<file path="src/rtl/dm_pkg.sv">
// Shared encodings for MIPS data-memory accesses.
package dm_pkg;

  localparam int NUM_LANES = 4;
  localparam int VEC_W     = 8;

  typedef enum logic [1:0] {
    SZ_BYTE = 2'b00,
    SZ_HALF = 2'b01,
    SZ_WORD = 2'b10,
    SZ_ILL  = 2'b11
  } size_e;

  typedef enum logic [1:0] {
    IDLE = 2'b00,
    BUS  = 2'b01,
    RESP = 2'b10
  } state_e;

  typedef struct packed {
    logic        we;
    size_e       size;
    logic        sign;
    logic [31:0] addr;
    logic [31:0] wdata;
  } dm_req_t;

endpackage

</file>
<file path="src/rtl/dm_lane_steer.sv">
// Byte-lane steering: enables, store replication, load extract/extend,
// and alignment check for one access.
module dm_lane_steer
  import dm_pkg::*;
(
  input  size_e                  size,
  input  logic [1:0]             addr,
  input  logic                   sign,
  input  logic [31:0]            wdata,
  input  logic [31:0]            rdata,
  output logic [NUM_LANES-1:0]   be,
  output logic [31:0]            wdata_rep,
  output logic [31:0]            rdata_ext,
  output logic                   misaligned
);

  logic [NUM_LANES-1:0][VEC_W-1:0] wd_lanes;
  logic [NUM_LANES-1:0][VEC_W-1:0] rd_lanes;

  assign rd_lanes  = rdata;
  assign wdata_rep = wd_lanes;

  // Per-lane enable and store-data source selection.
  for (genvar i = 0; i < NUM_LANES; i++) begin : g_lane
    localparam logic [1:0] LN = 2'(i);
    assign be[i] = (size == SZ_WORD) ||
                   (size == SZ_HALF && LN[1] == addr[1]) ||
                   (size == SZ_BYTE && LN == addr);
    assign wd_lanes[i] = (size == SZ_WORD) ? wdata[VEC_W*i +: VEC_W] :
                         (size == SZ_HALF) ? wdata[VEC_W*(i%2) +: VEC_W] :
                                             wdata[VEC_W-1:0];
  end

  // Alignment rules: halves on even bytes, words on 4-byte boundaries.
  always_comb begin
    misaligned = 1'b0;
    case (size)
      SZ_HALF: misaligned = addr[0];
      SZ_WORD: misaligned = |addr;
      SZ_ILL:  misaligned = 1'b1;
      default: misaligned = 1'b0;
    endcase
  end

  // Load extraction from the addressed lane(s), then sign/zero extension.
  always_comb begin
    logic [7:0]  b;
    logic [15:0] h;
    b = rd_lanes[addr];
    h = {rd_lanes[{addr[1], 1'b1}], rd_lanes[{addr[1], 1'b0}]};
    rdata_ext = rdata;
    case (size)
      SZ_BYTE: rdata_ext = {{24{sign & b[7]}}, b};
      SZ_HALF: rdata_ext = {{16{sign & h[15]}}, h};
      default: rdata_ext = rdata;
    endcase
  end

endmodule

</file>
<file path="src/rtl/dm_access_ctrl.sv">
// MEM-stage data-memory sequencer: one access at a time over a req/ack bus,
// with alignment exceptions and a bus-timeout abort.
module dm_access_ctrl
  import dm_pkg::*;
#(
  parameter int TIMEOUT = 255,
  parameter int CNT_W   = 8
) (
  input  logic        clk,
  input  logic        rst_n,
  input  logic        req_valid,
  input  logic        req_we,
  input  logic [1:0]  req_size,
  input  logic        req_sign,
  input  logic [31:0] req_addr,
  input  logic [31:0] req_wdata,
  output logic        stall,
  output logic        resp_valid,
  output logic [31:0] resp_rdata,
  output logic        exc_adel,
  output logic        exc_ades,
  output logic        timeout_err,
  output logic        bus_req,
  output logic        bus_we,
  output logic [3:0]  bus_be,
  output logic [31:0] bus_addr,
  output logic [31:0] bus_wdata,
  input  logic        bus_ack,
  input  logic [31:0] bus_rdata
);

  state_e           state;
  logic [CNT_W-1:0] cnt;
  dm_req_t          req_q;
  dm_req_t          req_in;
  dm_req_t          req_sel;

  logic [3:0]  st_be;
  logic [31:0] st_wdata;
  logic [31:0] st_rdata;
  logic        st_misal;

  assign req_in = '{we: req_we, size: size_e'(req_size), sign: req_sign,
                    addr: req_addr, wdata: req_wdata};

  // In IDLE the live request is checked for alignment; afterwards the
  // latched copy drives the bus so it stays constant for the whole access.
  assign req_sel = (state == IDLE) ? req_in : req_q;

  dm_lane_steer u_steer (
    .size       (req_sel.size),
    .addr       (req_sel.addr[1:0]),
    .sign       (req_sel.sign),
    .wdata      (req_sel.wdata),
    .rdata      (bus_rdata),
    .be         (st_be),
    .wdata_rep  (st_wdata),
    .rdata_ext  (st_rdata),
    .misaligned (st_misal)
  );

  // rst_n is folded in so the pipeline is released the instant reset hits.
  assign stall     = rst_n & req_valid & (state != RESP);
  assign bus_req   = (state == BUS);
  assign bus_we    = bus_req & req_q.we;
  assign bus_be    = bus_req ? st_be : 4'b0000;
  assign bus_addr  = {req_q.addr[31:2], 2'b00};
  assign bus_wdata = bus_req ? st_wdata : 32'h0;

  // Access FSM, timeout counter and registered response.
  always_ff @(posedge clk or negedge rst_n) begin
    if (!rst_n) begin
      state       <= IDLE;
      cnt         <= '0;
      req_q       <= '0;
      resp_valid  <= 1'b0;
      resp_rdata  <= '0;
      exc_adel    <= 1'b0;
      exc_ades    <= 1'b0;
      timeout_err <= 1'b0;
    end else begin
      case (state)
        IDLE: begin
          if (req_valid) begin
            req_q <= req_in;
            cnt   <= '0;
            if (st_misal) begin
              state      <= RESP;
              resp_valid <= 1'b1;
              resp_rdata <= '0;
              exc_adel   <= ~req_we;
              exc_ades   <= req_we;
            end else begin
              state <= BUS;
            end
          end
        end
        BUS: begin
          // An ack on the final allowed cycle still completes normally.
          if (bus_ack) begin
            state      <= RESP;
            resp_valid <= 1'b1;
            resp_rdata <= req_q.we ? 32'h0 : st_rdata;
          end else if (cnt == CNT_W'(TIMEOUT - 1)) begin
            state       <= RESP;
            resp_valid  <= 1'b1;
            resp_rdata  <= '0;
            timeout_err <= 1'b1;
          end else begin
            cnt <= cnt + 1'b1;
          end
        end
        RESP: begin
          state       <= IDLE;
          resp_valid  <= 1'b0;
          resp_rdata  <= '0;
          exc_adel    <= 1'b0;
          exc_ades    <= 1'b0;
          timeout_err <= 1'b0;
        end
        default: state <= IDLE;
      endcase
    end
  end

endmodule

</file>
<file path="config.mk">
export PLATFORM = sky130hd
export DESIGN_NAME = dm_access_ctrl
export DESIGN_NICKNAME = d
export VERILOG_FILES = /design/src/rtl/dm_pkg.sv /design/src/rtl/dm_lane_steer.sv /design/src/rtl/dm_access_ctrl.sv
export SDC_FILE = /design/constraint.sdc
export NUM_CORES = 1
export LEC_CHECK = 0
export BUFFER_PORTS_ARGS = -buffer_cell sky130_fd_sc_hd__clkbuf_2
export CAP_MARGIN = 20
export CORE_MARGIN = 2
export CORE_UTILIZATION = 40
export CTS_BUF_LIST = sky130_fd_sc_hd__clkbuf_4
export CTS_CLUSTER_DIAMETER = 120
export DETAILED_ROUTE_END_ITERATION = 10
export GPL_TIMING_DRIVEN = 0
export PLACE_DENSITY = 0.65
export SYNTH_ARGS = -nofsm -noshare
export SYNTH_HDL_FRONTEND = slang
export SYNTH_SLANG_ARGS = --single-unit
</file>
<file path="constraint.sdc">
create_clock -name clk -period 4.45 [get_ports clk]
set_input_delay 0 -clock clk [delete_from_list [all_inputs] [get_ports clk]]
set_output_delay 0 -clock clk [all_outputs]
set_load 0.03 [all_outputs]
</file>
# After elaboration in Yosys (flattened, before gate mapping)
# Index checks and enable logic that the tools add are counted.
[op_classes]
add_sub_neg = 1
n_mul = 0
n_div = 0
n_lt_le_gt_ge = 3
n_eq_ne = 16
shifts = 0
muxes = 43
bitwise_logic = 7
n_reduce_logical = 26
[op_table]
columns = ["cell", "n"]
rows = [
  ["two-way mux 32 bit", 6],
  ["two-way mux 8 bit", 12],
  ["case mux 32 bit (3 select lines)", 1],
  ["two-way mux 67 bit", 1],
  ["case mux 32 bit (2 select lines)", 1],
  ["binary-select mux 8 bit (select 2 bit)", 1],
  ["case mux 8 bit (2 select lines)", 1],
  ["inequality test 2 bit (second input constant)", 5],
  ["< comparator 2 x 3 -> 1 bit (second input constant)", 3],
  ["two-way mux 1 bit", 9],
  ["adder 8 x 1 -> 8 bit (second input constant)", 1],
  ["equality test 8 bit (second input constant)", 1],
  ["two-way mux 2 bit", 4],
  ["AND reduction 4 bit", 2],
  ["equality test 2 bit (second input constant)", 3],
  ["logical AND 1 bit", 6],
  ["logical NOT 2 bit", 3],
  ["logical OR 1 bit", 6],
  ["case mux 1 bit (2 select lines)", 3],
  ["case mux 1 bit (3 select lines)", 2],
  ["AND reduction 3 bit", 2],
  ["nonzero test 2 bit", 3],
  ["AND 1 bit", 5],
  ["equality test 2 x 1 -> 1 bit (second input constant)", 2],
  ["other kinds (10)", 13],
]
[totals]
regBits = 114
latch_bits = 0
ram_bits = 0
mem_bits_ro = 0
output_inout_bits = 107
word_cells = 108
memories = 0

# Longest topological paths before layout
[logic_depth]
ltp_word = 9
depth_mapped = 10
ltp_nobuf = 7

# Modules after synthesis
# A second synthesis with hierarchy kept.
[unflattened]
cells_unflattened = 605
area_unflattened_um2 = 6717.7
[modules_own_cells]
columns = ["mod", "instances", "cells_each", "area_per_inst_um2", "seq_area_each_um2"]
rows = [
  ["dm_access_ctrl", 1, 425, 5447.7, 2852.7],
  ["dm_lane_steer", 1, 180, 1270.0, 0.0],
]

# Worst setup path after synthesis
# OpenSTA, ideal clock, no wires.
[synth_timing]
kind = "reg-to-output"
from = "register state[0]"
to = "output bus_wdata[24]"
t_arrival_ns = 2.572
setup_slack_ns = 1.878
path_stages_with_launch = 9
path_cell_list = "dfrtp_1 inv_1 ha_1 buf_6 mux2i_2 buf_2 buf_1 o211ai_1 a21boi_0"
[synth_via]
elab_chain_cells = 6
[synth_lines]
columns = ["element", "line_no", "rtl"]
rows = [
  ["from (decl)", "dm_access_ctrl.sv:32", "state_e state;"],
  ["from (signal assigned)", "dm_access_ctrl.sv:73", "state <= IDLE;"],
  ["from (signal assigned)", "dm_access_ctrl.sv:88", "state <= RESP;"],
  ["from (signal assigned)", "dm_access_ctrl.sv:94", "state <= BUS;"],
  ["logical NOT 2 bit", "dm_access_ctrl.sv:48", "assign req_sel = (state == IDLE) ? req_in : req_q;"],
  ["two-way mux 67 bit", "dm_access_ctrl.sv:48", ""],
  ["equality test 2 x 1 -> 1 bit", "dm_lane_steer.sv:30", "(size == SZ_HALF) ? wdata[VEC_W*(i%2) +: VEC_W] :"],
  ["two-way mux 8 bit", "dm_lane_steer.sv:30", ""],
  ["two-way mux 8 bit", "dm_lane_steer.sv:29", "assign wd_lanes[i] = (size == SZ_WORD) ? wdata[VEC_W*i +: VEC_W] :"],
  ["two-way mux 32 bit *", "dm_access_ctrl.sv:68", "assign bus_wdata = bus_req ? st_wdata : 32'h0;"],
  ["to (decl)", "dm_access_ctrl.sv:27", "output logic [31:0] bus_wdata,"],
]
# Mark *: on every way between the ends. The rest lies on a longest branch, timed or not.

# Final worst setup path
[layout_timing]
from = "register state[0]"
to = "register resp_rdata[1]"
[layout_via]
elab_chain_cells = 8
[layout_lines]
columns = ["element", "line_no", "rtl"]
rows = [
  ["logical NOT 2 bit", "dm_access_ctrl.sv:48, dm_access_ctrl.sv:82", ""],
  ["two-way mux 67 bit", "dm_access_ctrl.sv:48", ""],
  ["binary-select mux 8 bit (select 2 bit) or two-way mux 8 bit (tied branches)", "dm_lane_steer.sv:49, dm_lane_steer.sv:50", ""],
  ["two-way mux 8 bit, on equally long branches", "dm_lane_steer.sv:49, dm_lane_steer.sv:50", ""],
  ["case mux 32 bit (2 select lines)", "dm_lane_steer.sv:52", "case (size)"],
  ["two-way mux 32 bit", "dm_access_ctrl.sv:103", "resp_rdata <= req_q.we ? 32'h0 : st_rdata;"],
  ["two-way mux 32 bit", "dm_access_ctrl.sv:100", "if (bus_ack) begin"],
  ["case mux 32 bit (3 select lines)", "dm_access_ctrl.sv:82", "case (state)"],
  ["to (signal assigned)", "dm_access_ctrl.sv:103", ""],
  ["to (decl)", "dm_access_ctrl.sv:19", "output logic [31:0] resp_rdata,"],
]
# Parallel ways exist; a longest one is shown, timed or not. The select of a mux whose other input is x is not followed.
# A chain may end at the register's enable or synchronous reset.

==> out/metrics.cfg <==
[global_route]
grt_pass1_wl_mm = 32.30
grt.met2_usage = 0.3843
track_usage = 0.2334
grt_max_degree = 110
use_met3 = 0.05057
grt_pass1_vias = 6207
gr-usage-met1 = 0.3046
grt_busiest_layer = met2
grt_overflow = 0
antenna_found_initial = 0

[pwr]
pwr-share-seq = 0.259
power_frac_comb = 0.611
intPower_mw = 3.300
max-vdd-ir-drop_v = 0.0003437
power.leakage_nw = 4.714
finalPower_mw = 6.248
p_sw_mw = 2.948
pwr-share-clk = 0.130
swShare = 0.4719
power.density_mw_per_mm2 = 661.4

[final_layout]
drive_gt1_frac = 0.3950
diodes = 0
num-nets-final = 1102
area_growth_pct = 42.16

[sta]
fmax_ghz = 0.2781
setup_viol = 0
finalHoldViolCount = 0
finClkSkew_ns = 0.01227
tightest_slew_ns = 0.8893
rsz0062_at_grt = false
period_needed_ns = 3.596
slew_headroom = 0.4026
timing.final.crit_share = 0.8080
slew_viol_final = 0
fin_tns_setup_ns = 0

[clock_network]
postCtsSetupBuffers = 0
cts.sinks = 114
cts_buffer_depth = 2
htreeDepth = 4
cts_buffers = 17
clkTransAtPathRegs_ns = 0.11
cts_tree = yes
cts_resized = 0
clock_latency_ns = 0.55
cts_hold_buffers = 115
clock-root-buffer = clkbuf_4

[yosys]
yosysWarnings = 0
ys_ff_latch = 114
ys_seq_area_frac = 0.4293
synthArstFlopShare = 1.000
netlist_instances = 648
synth_top_area_share = 0.4293
synth_edf_count = 0
avgSynthCellArea_um2 = 10.25
synth_cell_types = 56
synth-main-ff-cell = dfrtp_1
syn_area_mm2 = 0.006645
synthTopCellsByArea = dfrtp_1 43%, mux2_2 14%, mux2i_1 5.3%
synth_top_cell_by_area = dfrtp_1

[routing]
via_per_inst = 5.128
dr.pass1.iters = 5
vias = 6282
wire_per_inst_um = 16.76
drt_iter0_markers = 304
postRouteAntennaNets = 0
drc_errors = 0
wirelength_mm = 20.53

[placed_design]
gp_congestion = 0.8425
portBuffers = 208
hpwl_mm = 14.15

[die]
placementRows = 47
core-area_mm2 = 0.01641
die_x_um = 132.9
die_area_mm2 = 0.01766
initial_utilization = 0.4050
ioPinCount = 211
die_h_um = 132.9

[setup_path]
rrSetupSlack_ns = 0.85
end_kind = flop
crit_type = flop to flop
cp_max_fo = 10
crit_arrival_ns = 4.03
startpoint_type = flop
required_ns = 4.88

[min_path]
hold_class = primary input to async pin

[run_status]
status = finished, final reports clean

[job]
cap_violations = 0

## metal layers
metal | vias to the layer above | wire (um)
li1 | 2975 | -
met4 | 0 | 410
met1 | 3021 | 9173
met2 | 255 | 9683
met3 | 31 | 1258
met5 | - | 0
## area by class of cell
class / count / area (um2)
fill: 1414 / 6960
multi-input combinational: 446 / 3292
sequential: 114 / 2853
timing repair buffer: 324 / 2228
buffer: 70 / 432.9
tap: 220 / 275.3
clock inverter: 15 / 166.4
clock buffer: 17 / 127.6
inverter: 19 / 71.32
## sequential cells by signal (all words and copies together) (netlist names)
| register | cells |
|---|---|
| exc_ades | 1 |
| timeout_err | 1 |
| bus_addr | 30 |
| exc_adel | 1 |
| req_q | 38 |
| cnt | 8 |
| resp_rdata | 32 |
| resp_valid | 1 |
| state | 2 |
## worst paths after layout
path                                start             end  cells after the start
setup reg to reg                 state[0]   resp_rdata[1]                     12
setup / recovery                 state[0]   resp_rdata[1]                     12
max in group asynchronous           rst_n    bus_addr[14]                      3
hold reg to reg            resp_rdata[26]  resp_rdata[26]                      2
min in group clk              req_addr[9]     bus_addr[9]                      3
hold / removal                      rst_n    bus_addr[20]                      3
## critical path, cell delays in order (launching register included)
cell and delay [ns]:
dfrtp_1 0.44, inv_1 0.10, ha_1 0.30, buf_6 0.20, buf_6 0.16, mux2i_1 0.22
buf_2 0.32, mux2i_1 0.28, nand2_1 0.07, a21oi_1 0.13, dlygate4sd3_1 0.55, o221ai_1 0.11
dlygate4sd3_1 0.58
## power groups by stage
stage	registers [mW]	logic, mW	clock network (mW)
5_1_grt	1.66	4.08	0.891
3_3_place_gp	1.61	3.67	0
4_1_cts	1.61	3.80	0.839
6_report	1.62	3.82	0.812
2_1_floorplan	1.66	2.69	0
3_5_place_dp	1.63	3.69	0
## cells in the mapped netlist (2+ instances only)
master / count
dfrtp_1: 114
nand2_1: 93
mux2_2: 80
mux2i_1: 35
buf_4: 34
nor2_1: 28
a21oi_1: 23
o211ai_1: 23
o21ai_0: 23
inv_1: 19
buf_2: 16
o211a_1: 16
and2_1: 11
clkbuf_1: 11
o21ai_2: 11
o221ai_1: 10
a21boi_0: 9
a221oi_1: 9
o21ai_1: 9
a211oi_1: 7
buf_1: 6
ha_1: 6
xor2_1: 5
nand2b_1: 4
nand3_1: 4
and3_1: 3
buf_6: 3
nor3_1: 3
nand4_1: 2
nor2b_1: 2
nor4_2: 2
o31ai_1: 2
or3b_2: 2
## cells in the final DEF, fill, tap and decap left out, types with 7 or more instances in the layout
cell type	count
and2_1	11
o21ai_2	11
clkbuf_1	11
buf_4	34
clkbuf_4	17
nor2_1	28
o21ai_0	23
a21boi_0	9
dlygate4sd3_1	115
o211a_1	16
a221oi_1	9
o211ai_1	23
o221ai_1	10
inv_1	19
dfrtp_1	114
mux2i_1	35
a211oi_1	7
buf_2	16
mux2_2	80
clkbuf_2	207
o21ai_1	9
nand2_1	93
a21oi_1	23
## stage by stage
stage          cell area, um2  hold WS (ns)  std cells  worst slack [ns]    util
2_1_floorplan            6649       -0.2956        649             1.878       -
3_3_place_gp             7965        0.2326       1077             1.524  0.4855
3_5_place_dp             8001       -0.1726       1078             1.578  0.4877
4_1_cts                  9447        0.1069       1225            0.8742  0.5758
5_1_grt                  9447        0.1319       1225            0.6643  0.5758
6_report                 9447       0.08906       1225            0.8544  0.5758
## cell families (layout without fill, tap and decap cells)
group                      count (synthesis)  after routing  synth area share
AOI/OAI and AO/OA                        153            153            0.1691
xor gates and xnor gates                   6              6          0.009038
adders and majority gates                  6              6           0.01130
buffers and inverters                     89            445           0.07588
DFF                                      114            114            0.4293
muxes                                    118            118            0.1960
other                                      1              2         0.0005643
and+or+nand+nor                          161            161            0.1088
(Power assumes the default switching activity.)
